[src/rtl/cpu_control_unit_if.sv]
`default_nettype none
// ============================================================================
// Module   : cpu_control_unit_if
// Purpose  : Control/handshake bundle between the accumulator CPU control
//            unit (master) and its register bank / memory port (slave).
// Revision : 1.0 - initial release
// ============================================================================
interface cpu_control_unit_if #(
    parameter int OP_W = 4
);
    logic [OP_W-1:0] opcode;
    logic            zflag;
    logic            mem_ack;

    logic            ld_pc;
    logic            pc_sel;
    logic            ld_ir;
    logic            ld_mar;
    logic            mar_sel;
    logic            ld_mdr;
    logic            mdr_sel;
    logic            ld_acc;
    logic            ld_z;
    logic [2:0]      alu_op;
    logic            mem_rd;
    logic            mem_wr;
    logic            halted;
    logic            fault;
    logic [3:0]      state;

    modport master (
        input  opcode, zflag, mem_ack,
        output ld_pc, pc_sel, ld_ir, ld_mar, mar_sel, ld_mdr, mdr_sel,
               ld_acc, ld_z, alu_op, mem_rd, mem_wr, halted, fault, state
    );

    modport slave (
        output opcode, zflag, mem_ack,
        input  ld_pc, pc_sel, ld_ir, ld_mar, mar_sel, ld_mdr, mdr_sel,
               ld_acc, ld_z, alu_op, mem_rd, mem_wr, halted, fault, state
    );
endinterface
`default_nettype wire

[src/rtl/cpu_control_unit.sv]
`default_nettype none
// ============================================================================
// Module   : cpu_control_unit
// Purpose  : Fetch/decode/execute sequencer for the accumulator CPU with a
//            memory rd/wr handshake and optional ack timeout.
//            Optional: CTRL_ILLEGAL_TRAP_EN sends opcodes B-E to FAULT.
// Revision : 1.0 - initial release
// ============================================================================
module cpu_control_unit #(
    parameter int OP_W        = 4,
    parameter int ACK_TIMEOUT = 16
) (
    input  wire logic          Clk,
    input  wire logic          Rst,
    cpu_control_unit_if.master bus
);
    localparam int CNT_W = (ACK_TIMEOUT > 0) ? $clog2(ACK_TIMEOUT + 1) : 1;

    localparam logic [OP_W-1:0] OP_NOP   = OP_W'(4'h0);
    localparam logic [OP_W-1:0] OP_LOAD  = OP_W'(4'h1);
    localparam logic [OP_W-1:0] OP_STORE = OP_W'(4'h2);
    localparam logic [OP_W-1:0] OP_ADD   = OP_W'(4'h3);
    localparam logic [OP_W-1:0] OP_SUB   = OP_W'(4'h4);
    localparam logic [OP_W-1:0] OP_AND   = OP_W'(4'h5);
    localparam logic [OP_W-1:0] OP_OR    = OP_W'(4'h6);
    localparam logic [OP_W-1:0] OP_NOT   = OP_W'(4'h7);
    localparam logic [OP_W-1:0] OP_JMP   = OP_W'(4'h8);
    localparam logic [OP_W-1:0] OP_JZ    = OP_W'(4'h9);
    localparam logic [OP_W-1:0] OP_LDI   = OP_W'(4'hA);
    localparam logic [OP_W-1:0] OP_HALT  = OP_W'(4'hF);

    localparam logic [2:0] ALU_PASS = 3'd0;
    localparam logic [2:0] ALU_ADD  = 3'd1;
    localparam logic [2:0] ALU_SUB  = 3'd2;
    localparam logic [2:0] ALU_AND  = 3'd3;
    localparam logic [2:0] ALU_OR   = 3'd4;
    localparam logic [2:0] ALU_NOT  = 3'd5;
    localparam logic [2:0] ALU_IMM  = 3'd6;

    typedef enum logic [3:0] {
        ST_F_ADDR = 4'd0,
        ST_F_MEM  = 4'd1,
        ST_F_IR   = 4'd2,
        ST_DECODE = 4'd3,
        ST_E_ADDR = 4'd4,
        ST_E_RD   = 4'd5,
        ST_E_WB   = 4'd6,
        ST_S_MDR  = 4'd7,
        ST_S_WR   = 4'd8,
        ST_HALT   = 4'd9,
        ST_FAULT  = 4'd10
    } state_t;

    state_t           state_q, state_d;
    logic [CNT_W-1:0] wait_q, wait_d, wait_inc;
    logic             wait_expired;

    logic       ld_pc_o, pc_sel_o, ld_ir_o, ld_mar_o, mar_sel_o;
    logic       ld_mdr_o, mdr_sel_o, ld_acc_o, ld_z_o;
    logic [2:0] alu_op_o;
    logic       mem_rd_o, mem_wr_o, halted_o, fault_o;

    // The limit check looks at the count this cycle would reach, so with
    // ACK_TIMEOUT=N the FSM leaves after exactly N ack-less request cycles.
    always_comb begin
        wait_inc     = wait_q + 1'b1;
        wait_expired = (ACK_TIMEOUT > 0) && (int'(wait_inc) >= ACK_TIMEOUT);
    end

    always_comb begin
        state_d   = state_q;
        wait_d    = '0;
        ld_pc_o   = 1'b0;
        pc_sel_o  = 1'b0;
        ld_ir_o   = 1'b0;
        ld_mar_o  = 1'b0;
        mar_sel_o = 1'b0;
        ld_mdr_o  = 1'b0;
        mdr_sel_o = 1'b0;
        ld_acc_o  = 1'b0;
        ld_z_o    = 1'b0;
        alu_op_o  = ALU_PASS;
        mem_rd_o  = 1'b0;
        mem_wr_o  = 1'b0;
        halted_o  = 1'b0;
        fault_o   = 1'b0;

        case (state_q)
            ST_F_ADDR: begin
                ld_mar_o = 1'b1;
                state_d  = ST_F_MEM;
            end
            ST_F_MEM: begin
                mem_rd_o = 1'b1;
                if (bus.mem_ack) begin
                    ld_mdr_o = 1'b1;
                    state_d  = ST_F_IR;
                end else if (wait_expired) begin
                    state_d = ST_FAULT;
                end else begin
                    wait_d = wait_inc;
                end
            end
            ST_F_IR: begin
                ld_ir_o = 1'b1;
                ld_pc_o = 1'b1;
                state_d = ST_DECODE;
            end
            ST_DECODE: begin
                case (bus.opcode)
                    OP_NOP: state_d = ST_F_ADDR;
                    OP_JMP: begin
                        ld_pc_o  = 1'b1;
                        pc_sel_o = 1'b1;
                        state_d  = ST_F_ADDR;
                    end
                    OP_JZ: begin
                        ld_pc_o  = bus.zflag;
                        pc_sel_o = bus.zflag;
                        state_d  = ST_F_ADDR;
                    end
                    OP_LDI: begin
                        ld_acc_o = 1'b1;
                        ld_z_o   = 1'b1;
                        alu_op_o = ALU_IMM;
                        state_d  = ST_F_ADDR;
                    end
                    OP_NOT: begin
                        ld_acc_o = 1'b1;
                        ld_z_o   = 1'b1;
                        alu_op_o = ALU_NOT;
                        state_d  = ST_F_ADDR;
                    end
                    OP_HALT: state_d = ST_HALT;
                    OP_LOAD, OP_STORE, OP_ADD, OP_SUB, OP_AND, OP_OR:
                        state_d = ST_E_ADDR;
                    default: begin
`ifdef CTRL_ILLEGAL_TRAP_EN
                        state_d = ST_FAULT;
`else
                        state_d = ST_F_ADDR;
`endif
                    end
                endcase
            end
            ST_E_ADDR: begin
                ld_mar_o  = 1'b1;
                mar_sel_o = 1'b1;
                state_d   = (bus.opcode == OP_STORE) ? ST_S_MDR : ST_E_RD;
            end
            ST_E_RD: begin
                mem_rd_o = 1'b1;
                if (bus.mem_ack) begin
                    ld_mdr_o = 1'b1;
                    state_d  = ST_E_WB;
                end else if (wait_expired) begin
                    state_d = ST_FAULT;
                end else begin
                    wait_d = wait_inc;
                end
            end
            ST_E_WB: begin
                ld_acc_o = 1'b1;
                ld_z_o   = 1'b1;
                case (bus.opcode)
                    OP_ADD:  alu_op_o = ALU_ADD;
                    OP_SUB:  alu_op_o = ALU_SUB;
                    OP_AND:  alu_op_o = ALU_AND;
                    OP_OR:   alu_op_o = ALU_OR;
                    default: alu_op_o = ALU_PASS;
                endcase
                state_d = ST_F_ADDR;
            end
            ST_S_MDR: begin
                ld_mdr_o  = 1'b1;
                mdr_sel_o = 1'b1;
                state_d   = ST_S_WR;
            end
            ST_S_WR: begin
                mem_wr_o = 1'b1;
                if (bus.mem_ack) begin
                    state_d = ST_F_ADDR;
                end else if (wait_expired) begin
                    state_d = ST_FAULT;
                end else begin
                    wait_d = wait_inc;
                end
            end
            ST_HALT:  halted_o = 1'b1;
            ST_FAULT: fault_o  = 1'b1;
            default:  state_d  = ST_FAULT;
        endcase

        // Reset must silence the bus in the very cycle it is asserted,
        // including an in-flight request.
        if (Rst) begin
            ld_pc_o   = 1'b0;
            pc_sel_o  = 1'b0;
            ld_ir_o   = 1'b0;
            ld_mar_o  = 1'b0;
            mar_sel_o = 1'b0;
            ld_mdr_o  = 1'b0;
            mdr_sel_o = 1'b0;
            ld_acc_o  = 1'b0;
            ld_z_o    = 1'b0;
            alu_op_o  = ALU_PASS;
            mem_rd_o  = 1'b0;
            mem_wr_o  = 1'b0;
            halted_o  = 1'b0;
            fault_o   = 1'b0;
        end
    end

    always_ff @(posedge Clk) begin
        if (Rst) begin
            state_q <= ST_F_ADDR;
            wait_q  <= '0;
        end else begin
            state_q <= state_d;
            wait_q  <= wait_d;
        end
    end

    assign bus.ld_pc   = ld_pc_o;
    assign bus.pc_sel  = pc_sel_o;
    assign bus.ld_ir   = ld_ir_o;
    assign bus.ld_mar  = ld_mar_o;
    assign bus.mar_sel = mar_sel_o;
    assign bus.ld_mdr  = ld_mdr_o;
    assign bus.mdr_sel = mdr_sel_o;
    assign bus.ld_acc  = ld_acc_o;
    assign bus.ld_z    = ld_z_o;
    assign bus.alu_op  = alu_op_o;
    assign bus.mem_rd  = mem_rd_o;
    assign bus.mem_wr  = mem_wr_o;
    assign bus.halted  = halted_o;
    assign bus.fault   = fault_o;
    assign bus.state   = state_q;
endmodule
`default_nettype wire

[src/flat_wrapper.sv]
// flat-port wrapper written by rule: the top's interface ports become plain ports
module cpu_control_unit_flat 
#(
    parameter int OP_W        = 4,
    parameter int ACK_TIMEOUT = 16
)
  (Clk, Rst, bus_opcode, bus_zflag, bus_mem_ack, bus_ld_pc, bus_pc_sel, bus_ld_ir, bus_ld_mar, bus_mar_sel, bus_ld_mdr, bus_mdr_sel, bus_ld_acc, bus_ld_z, bus_alu_op, bus_mem_rd, bus_mem_wr, bus_halted, bus_fault, bus_state);
  cpu_control_unit_if #(.OP_W(OP_W)) bus_i ();
  input  wire logic Clk;
  input  wire logic Rst;
  input wire logic [$bits(bus_i.opcode)-1:0] bus_opcode;
  input wire logic [$bits(bus_i.zflag)-1:0] bus_zflag;
  input wire logic [$bits(bus_i.mem_ack)-1:0] bus_mem_ack;
  output wire logic [$bits(bus_i.ld_pc)-1:0] bus_ld_pc;
  output wire logic [$bits(bus_i.pc_sel)-1:0] bus_pc_sel;
  output wire logic [$bits(bus_i.ld_ir)-1:0] bus_ld_ir;
  output wire logic [$bits(bus_i.ld_mar)-1:0] bus_ld_mar;
  output wire logic [$bits(bus_i.mar_sel)-1:0] bus_mar_sel;
  output wire logic [$bits(bus_i.ld_mdr)-1:0] bus_ld_mdr;
  output wire logic [$bits(bus_i.mdr_sel)-1:0] bus_mdr_sel;
  output wire logic [$bits(bus_i.ld_acc)-1:0] bus_ld_acc;
  output wire logic [$bits(bus_i.ld_z)-1:0] bus_ld_z;
  output wire logic [$bits(bus_i.alu_op)-1:0] bus_alu_op;
  output wire logic [$bits(bus_i.mem_rd)-1:0] bus_mem_rd;
  output wire logic [$bits(bus_i.mem_wr)-1:0] bus_mem_wr;
  output wire logic [$bits(bus_i.halted)-1:0] bus_halted;
  output wire logic [$bits(bus_i.fault)-1:0] bus_fault;
  output wire logic [$bits(bus_i.state)-1:0] bus_state;
  assign bus_i.opcode = bus_opcode;
  assign bus_i.zflag = bus_zflag;
  assign bus_i.mem_ack = bus_mem_ack;
  assign bus_ld_pc = bus_i.ld_pc;
  assign bus_pc_sel = bus_i.pc_sel;
  assign bus_ld_ir = bus_i.ld_ir;
  assign bus_ld_mar = bus_i.ld_mar;
  assign bus_mar_sel = bus_i.mar_sel;
  assign bus_ld_mdr = bus_i.ld_mdr;
  assign bus_mdr_sel = bus_i.mdr_sel;
  assign bus_ld_acc = bus_i.ld_acc;
  assign bus_ld_z = bus_i.ld_z;
  assign bus_alu_op = bus_i.alu_op;
  assign bus_mem_rd = bus_i.mem_rd;
  assign bus_mem_wr = bus_i.mem_wr;
  assign bus_halted = bus_i.halted;
  assign bus_fault = bus_i.fault;
  assign bus_state = bus_i.state;
  cpu_control_unit #(.OP_W(OP_W), .ACK_TIMEOUT(ACK_TIMEOUT)) u_core (.Clk(Clk), .Rst(Rst), .bus(bus_i));
endmodule
[config.mk]
export PLATFORM = sky130hd
export DESIGN_NAME = cpu_control_unit_flat
export DESIGN_NICKNAME = d
export VERILOG_FILES = /design/src/rtl/cpu_control_unit_if.sv /design/src/rtl/cpu_control_unit.sv /design/src/flat_wrapper.sv
export SDC_FILE = /design/constraint.sdc
export NUM_CORES = 1
export LEC_CHECK = 0
export CORE_MARGIN = 1.5
export CORE_UTILIZATION = 30
export DETAILED_ROUTE_END_ITERATION = 7
export GPL_ROUTABILITY_DRIVEN = 0
export PLACE_DENSITY = 0.54
export SLEW_MARGIN = 30
export SYNTH_ARGS = -nofsm -noshare
export SYNTH_HDL_FRONTEND = slang
export SYNTH_SLANG_ARGS = --single-unit
[constraint.sdc]
create_clock -name Clk -period 4.65 [get_ports Clk]
set_clock_uncertainty 0.05 [all_clocks]
set_input_delay 0.93 -clock Clk [delete_from_list [all_inputs] [get_ports Clk]]
set_output_delay 0.93 -clock Clk [all_outputs]
set_load 0.03 [all_outputs]
Word level (Yosys, flattened, before mapping)
Cells that the tools add are included.
{"block": "totals", "ff_bits": 9, "latch_bits": 0, "mem_bits_rw": 0, "mem_bits_ro": 0, "output_inout_bits": 20, "word_cells": 72, "memories": 0}
{"block": "op_classes", "addsub": 1, "multipliers": 0, "div_mod_pow": 0, "magnitude_cmp": 1, "eq_ne": 21, "shift": 0, "n_mux": 38, "n_bitwise": 1, "reduce_logical": 8}
{"operator": "one-hot mux 4 bit (10 select lines)", "count": 1}
{"operator": "== test 4 x 3 -> 1 bit (second input constant)", "count": 8}
{"operator": "== test 4 bit (second input constant)", "count": 7}
{"operator": "two-way mux 1 bit", "count": 23}
{"operator": "== test 4 x 2 -> 1 bit (second input constant)", "count": 4}
{"operator": "two-way mux 4 bit", "count": 4}
{"operator": "one-hot mux 3 bit (2 select lines)", "count": 2}
{"operator": "one-hot mux 3 bit (4 select lines)", "count": 1}
{"operator": "== test 4 x 1 -> 1 bit (second input constant)", "count": 2}
{"operator": "one-hot mux 1 bit (2 select lines)", "count": 4}
{"operator": "one-hot mux 4 bit (2 select lines)", "count": 1}
{"operator": "OR reduction 2 bit", "count": 4}
{"operator": "OR reduction 6 bit", "count": 1}
{"operator": "adder 5 x 1 -> 5 bit (second input constant)", "count": 1}
{"operator": ">= comparator 5 bit (second input constant)", "count": 1}
{"operator": "logical NOT 4 bit", "count": 1}
{"operator": "OR reduction 4 bit", "count": 1}
{"operator": "two-way mux 3 bit", "count": 1}
{"operator": "OR reduction 3 bit", "count": 1}
{"operator": "two-way mux 2 bit", "count": 1}
{"operator": "inverter 1 bit", "count": 1}

Depth between registers and ports, before layout
{"block": "depth", "word_depth": 5, "depth_mapped": 6, "mapped_depth_nobuf": 5}

Worst setup path after synthesis
No wires, ideal clock.
{"block": "synth_timing", "path_type": "input port to output port", "start": "in bus_opcode[3]", "end": "out bus_ld_z", "t_arrival_ns": 2.512, "required_ns": 3.670, "path_slack_ns": 1.158, "stages": 6, "path_cell_list": "clkbuf_1 -> nor2b_1 -> a22o_1 -> a32oi_1 -> nor3_1 -> buf_4"}
{"block": "synth_via", "elab_chain_len": 5, "word_cells_on_any_way": 6, "classes_between": "2 x eq/ne; 3 x mux; 1 x reduce/logical"}
{"element": "start: declaration", "line": "flat_wrapper.sv:11", "rtl": "input wire logic [$bits(bus_i.opcode)-1:0] bus_opcode;"}
{"element": "== test 4 bit / == test 4 x 3 -> 1 bit (equally long branches)"}
{"element": "OR reduction 2 bit (no line) *"}
{"element": "two-way mux 1 bit *"}
{"element": "one-hot mux 1 bit (2 select lines) *"}
{"element": "two-way mux 1 bit *"}
{"element": "end: declaration", "line": "flat_wrapper.sv:22", "rtl": "output wire logic [$bits(bus_i.ld_z)-1:0] bus_ld_z;"}
Every way passes the cells marked *; elsewhere a longest branch is shown, timed or not.

Worst setup path in the final report
{"block": "layout_timing", "start": "in bus_opcode[1]", "end": "out bus_alu_op[2]"}
{"block": "layout_via", "elab_chain_len": 4, "word_cells_on_any_way": 10, "classes_between": "6 x eq/ne; 4 x mux"}
{"element": "== test 4 x 3 -> 1 bit (tied with other cells)", "line": "cpu_control_unit.sv:165", "rtl": "case (bus.opcode)"}
{"element": "one-hot mux 3 bit (4 select lines) / one-hot mux 3 bit (2 select lines) (equally long branches)", "line": "cpu_control_unit.sv:165, cpu_control_unit.sv:110"}
{"element": "one-hot mux 3 bit (2 select lines) *", "line": "cpu_control_unit.sv:88", "rtl": "case (state_q)"}
{"element": "two-way mux 3 bit *", "line": "cpu_control_unit.sv:196", "rtl": "if (Rst) begin"}
{"element": "end: declaration", "line": "flat_wrapper.sv:23", "rtl": "output wire logic [$bits(bus_i.alu_op)-1:0] bus_alu_op;"}
Marked as above.

==> run metrics <==
DRC Markers=0; worst min-delay path startpoint=u_core.wait_q[0]$_SDFF_PP0_; initial DRC count=20; post-route setup TNS=0 ns; max frequency=251.6 MHz; CTS Hold Bufs=0; worst reg2reg endpoint=u_core.wait_q[3]$_SDFF_PP0_; yosys warns=0; Crit. End Element=primary output; vias=876; synthesized area=799.5 um^2; Final min period=3.975 ns; setup violators final=0; Layout area overhead=36.62%; setup slack, reg-to-reg=2.69 ns; PD cells=243.6 nW/um^2; Routed Antenna Nets=0; worst hold path type=register to register; WHS Path Cells=1; full die area=2984 um^2; non-filler instance count after layout=162; Crit Path Max Fanout=9; Hold Path Sink=u_core.wait_q[0]$_SDFF_PP0_; Cells after Synth=111; post-CTS setup buffer count=0; Final Slew Violations=0; placed cell count=158; R2R cell count=4; share of post-route cells with drive strength above 1=0.08333; unrepaired setup endpoints after global routing=no; Req. time, crit path=3.67 ns; Final Hold Fails=0; max_cap viols=0; Final Instance Area=1092 um^2; sequential fraction of the synthesis area=0.2254; Setup Crit Path Kind=input port to primary output; total CTS buffers=3; HPWL after detailed placement=1503 um; Diodes inserted=0; total power=0.0002661 W; die height=54.63 um; Max H-tree Level=1; vias per cell=5.407; die width=54.63 um; clk buf depth=2; row count=18; Synth Register Bits=9; num ports=28; DR WL/cell=12.70 um; Internal=0.0001620 W; Clock transition at path regs=0.06 ns; GRT Overall Usage=0.1490; Seq pwr share=0.379; Sw Ratio=0.3913; # clock sinks=9; grt total ovfl=0; number of enable flip-flop cells after synthesis=0; asr flop ratio synth=0; CTS tree=yes; Slew headroom=0.5973; Clock Power Share=0.218; Root Driver=clkbuf_4; core area=2500 um^2; post-cts resize count=0; final-stage net count=142; net switching power=0.0001041 W; initial core utilization=0.3198; DRT Pass-1 Iters=4; Setup WS post-layout=0.6752 ns; Worst-Margin Slew=0.6032 ns; Startpoint Class=input port; vias in the first global route=733; post-synth cell types=44; Max IR drop VDD=0.0002588 V; final period utilization=0.8548; PortBufs=27; status=finished clean; Logic pwr share=0.402; clock latency on the worst-skew pair=0.26 ns; largest net degree at the start of global routing=20; worst r2r src=u_core.bus.state[3]$_SDFFE_PP0N_; syn nets=120; initial antenna violation count=0; P_leak=0.3778 nW; CP arrival=2.99 ns; Routed Wire Length=2058 um; Primary FF master, synth=dfxtp_1; Post-Place Worst Slack=0.6770 ns; DP Area=1065 um^2; Mean Syn Cell Area=7.203 um^2; global-route wire length before repair=3332 um
==> through the flow <==
stage	util	hold WS, ns
3_3_place_gp	0.4259	0.3814
2_1_floorplan	-	0.3675
5_1_grt	0.4369	0.4289
4_1_cts	0.4369	0.4075
6_report	0.4369	0.4076
3_5_place_dp	0.4259	0.3951
==> how the worst max path moves through the flow <==
stage / start / end / slack, ns
detailed placement: bus_opcode[1] / bus_alu_op[2] / 0.68
floorplan: bus_opcode[3] / bus_ld_z / 1.16
finish: bus_opcode[1] / bus_alu_op[2] / 0.68
global placement: bus_opcode[1] / bus_alu_op[2] / 0.68
global route: bus_opcode[0] / bus_ld_acc / 0.51
CTS: bus_opcode[1] / bus_alu_op[2] / 0.67
==> synthesized netlist by cell type, types with 2 or more instances <==
| library cell | number | area share |
|---|---|---|
| nor3_1 | 10 | 0.063 |
| clkbuf_1 | 9 | 0.042 |
| dfxtp_1 | 9 | 0.23 |
| nor2_1 | 8 | 0.038 |
| nand2_1 | 7 | 0.033 |
| inv_1 | 5 | 0.023 |
| o21ai_0 | 5 | 0.031 |
| a21oi_1 | 4 | 0.025 |
| and3_1 | 4 | 0.031 |
| nand2b_1 | 4 | 0.031 |
| nand3_1 | 4 | 0.025 |
| nor4_1 | 3 | 0.023 |
| xnor2_1 | 3 | 0.033 |
| mux2i_1 | 2 | 0.025 |
| nor3b_1 | 2 | 0.019 |
| o31a_1 | 2 | 0.022 |
| or2_2 | 2 | 0.016 |
| or3_1 | 2 | 0.016 |
==> cell usage in the layout, fill, tap and decap left out, drive strengths merged, types with 2 or more instances in the layout <==
master / Yosys / layout
nor3: 10 / 10
clkdlybuf4s50: 0 / 27
nor4: 3 / 3
nor3b: 2 / 2
clkbuf: 9 / 3
o21ai: 5 / 5
a21oi: 4 / 4
inv: 5 / 5
or2: 3 / 3
and3: 4 / 4
o31a: 2 / 2
or3: 2 / 2
nand2: 7 / 7
nor2: 8 / 8
dfxtp: 9 / 9
mux2i: 2 / 2
nand3: 4 / 4
or4b: 2 / 2
nand2b: 4 / 4
buf: 3 / 2
xnor2: 3 / 3
==> final cells by class <==
class / count / area [um^2]
Tap cell: 30 / 37.54
Clock inverter: 1 / 5.005
Multi-Input combinational cell: 85 / 543.0
Clock buffer: 3 / 22.52
Inverter: 5 / 18.77
Timing Repair Buffer: 29 / 285.3
Fill cell: 259 / 1408
Sequential cell: 9 / 180.2
==> power groups by stage <==
| stage | Sequential, W | Combinational, W | Clock (W) |
|---|---|---|---|
| floorplan | 0.0000981 | 0.0000735 | 0 |
| global placement | 0.000103 | 0.000106 | 0 |
| detailed placement | 0.000103 | 0.000107 | 0 |
| CTS | 0.000101 | 0.000107 | 0.0000606 |
| global route | 0.000104 | 0.000117 | 0.0000650 |
| finish | 0.000101 | 0.000107 | 0.0000581 |
==> worst max-delay path, cell delays in order <==
cell and delay, ns:
clkdlybuf4s50_1 0.62, or4b_2 0.60, a31oi_1 0.15, clkdlybuf4s50_1 0.68
==> registers in the layout, indices dropped and copies added (netlist names) <==
| register | flops |
|---|---|
| u_core.wait_q | 5 |
| u_core.bus.state | 4 |
==> cells by family after synthesis <==
family / count (synthesis) / synth area share
compound gates: 22 / 0.1941
simple gates: 55 / 0.3959
other cells: 1 / 0.004690
buf+inv: 17 / 0.09546
xor+xnor: 4 / 0.04383
mux: 2 / 0.02504
fa+ha+maj: 1 / 0.01565
flops: 9 / 0.2253
==> per-layer routing <==
metal,wire [um],vias to the layer above,part of all wire,track usage
li1,-,448,-,-
met1,1040,395,0.51,0.2158
met2,855,33,0.42,0.2242
met3,162,0,0.079,0.04372
met4,0,0,0,0.01250
met5,0,-,0,0
(Power assumes the default switching activity.)
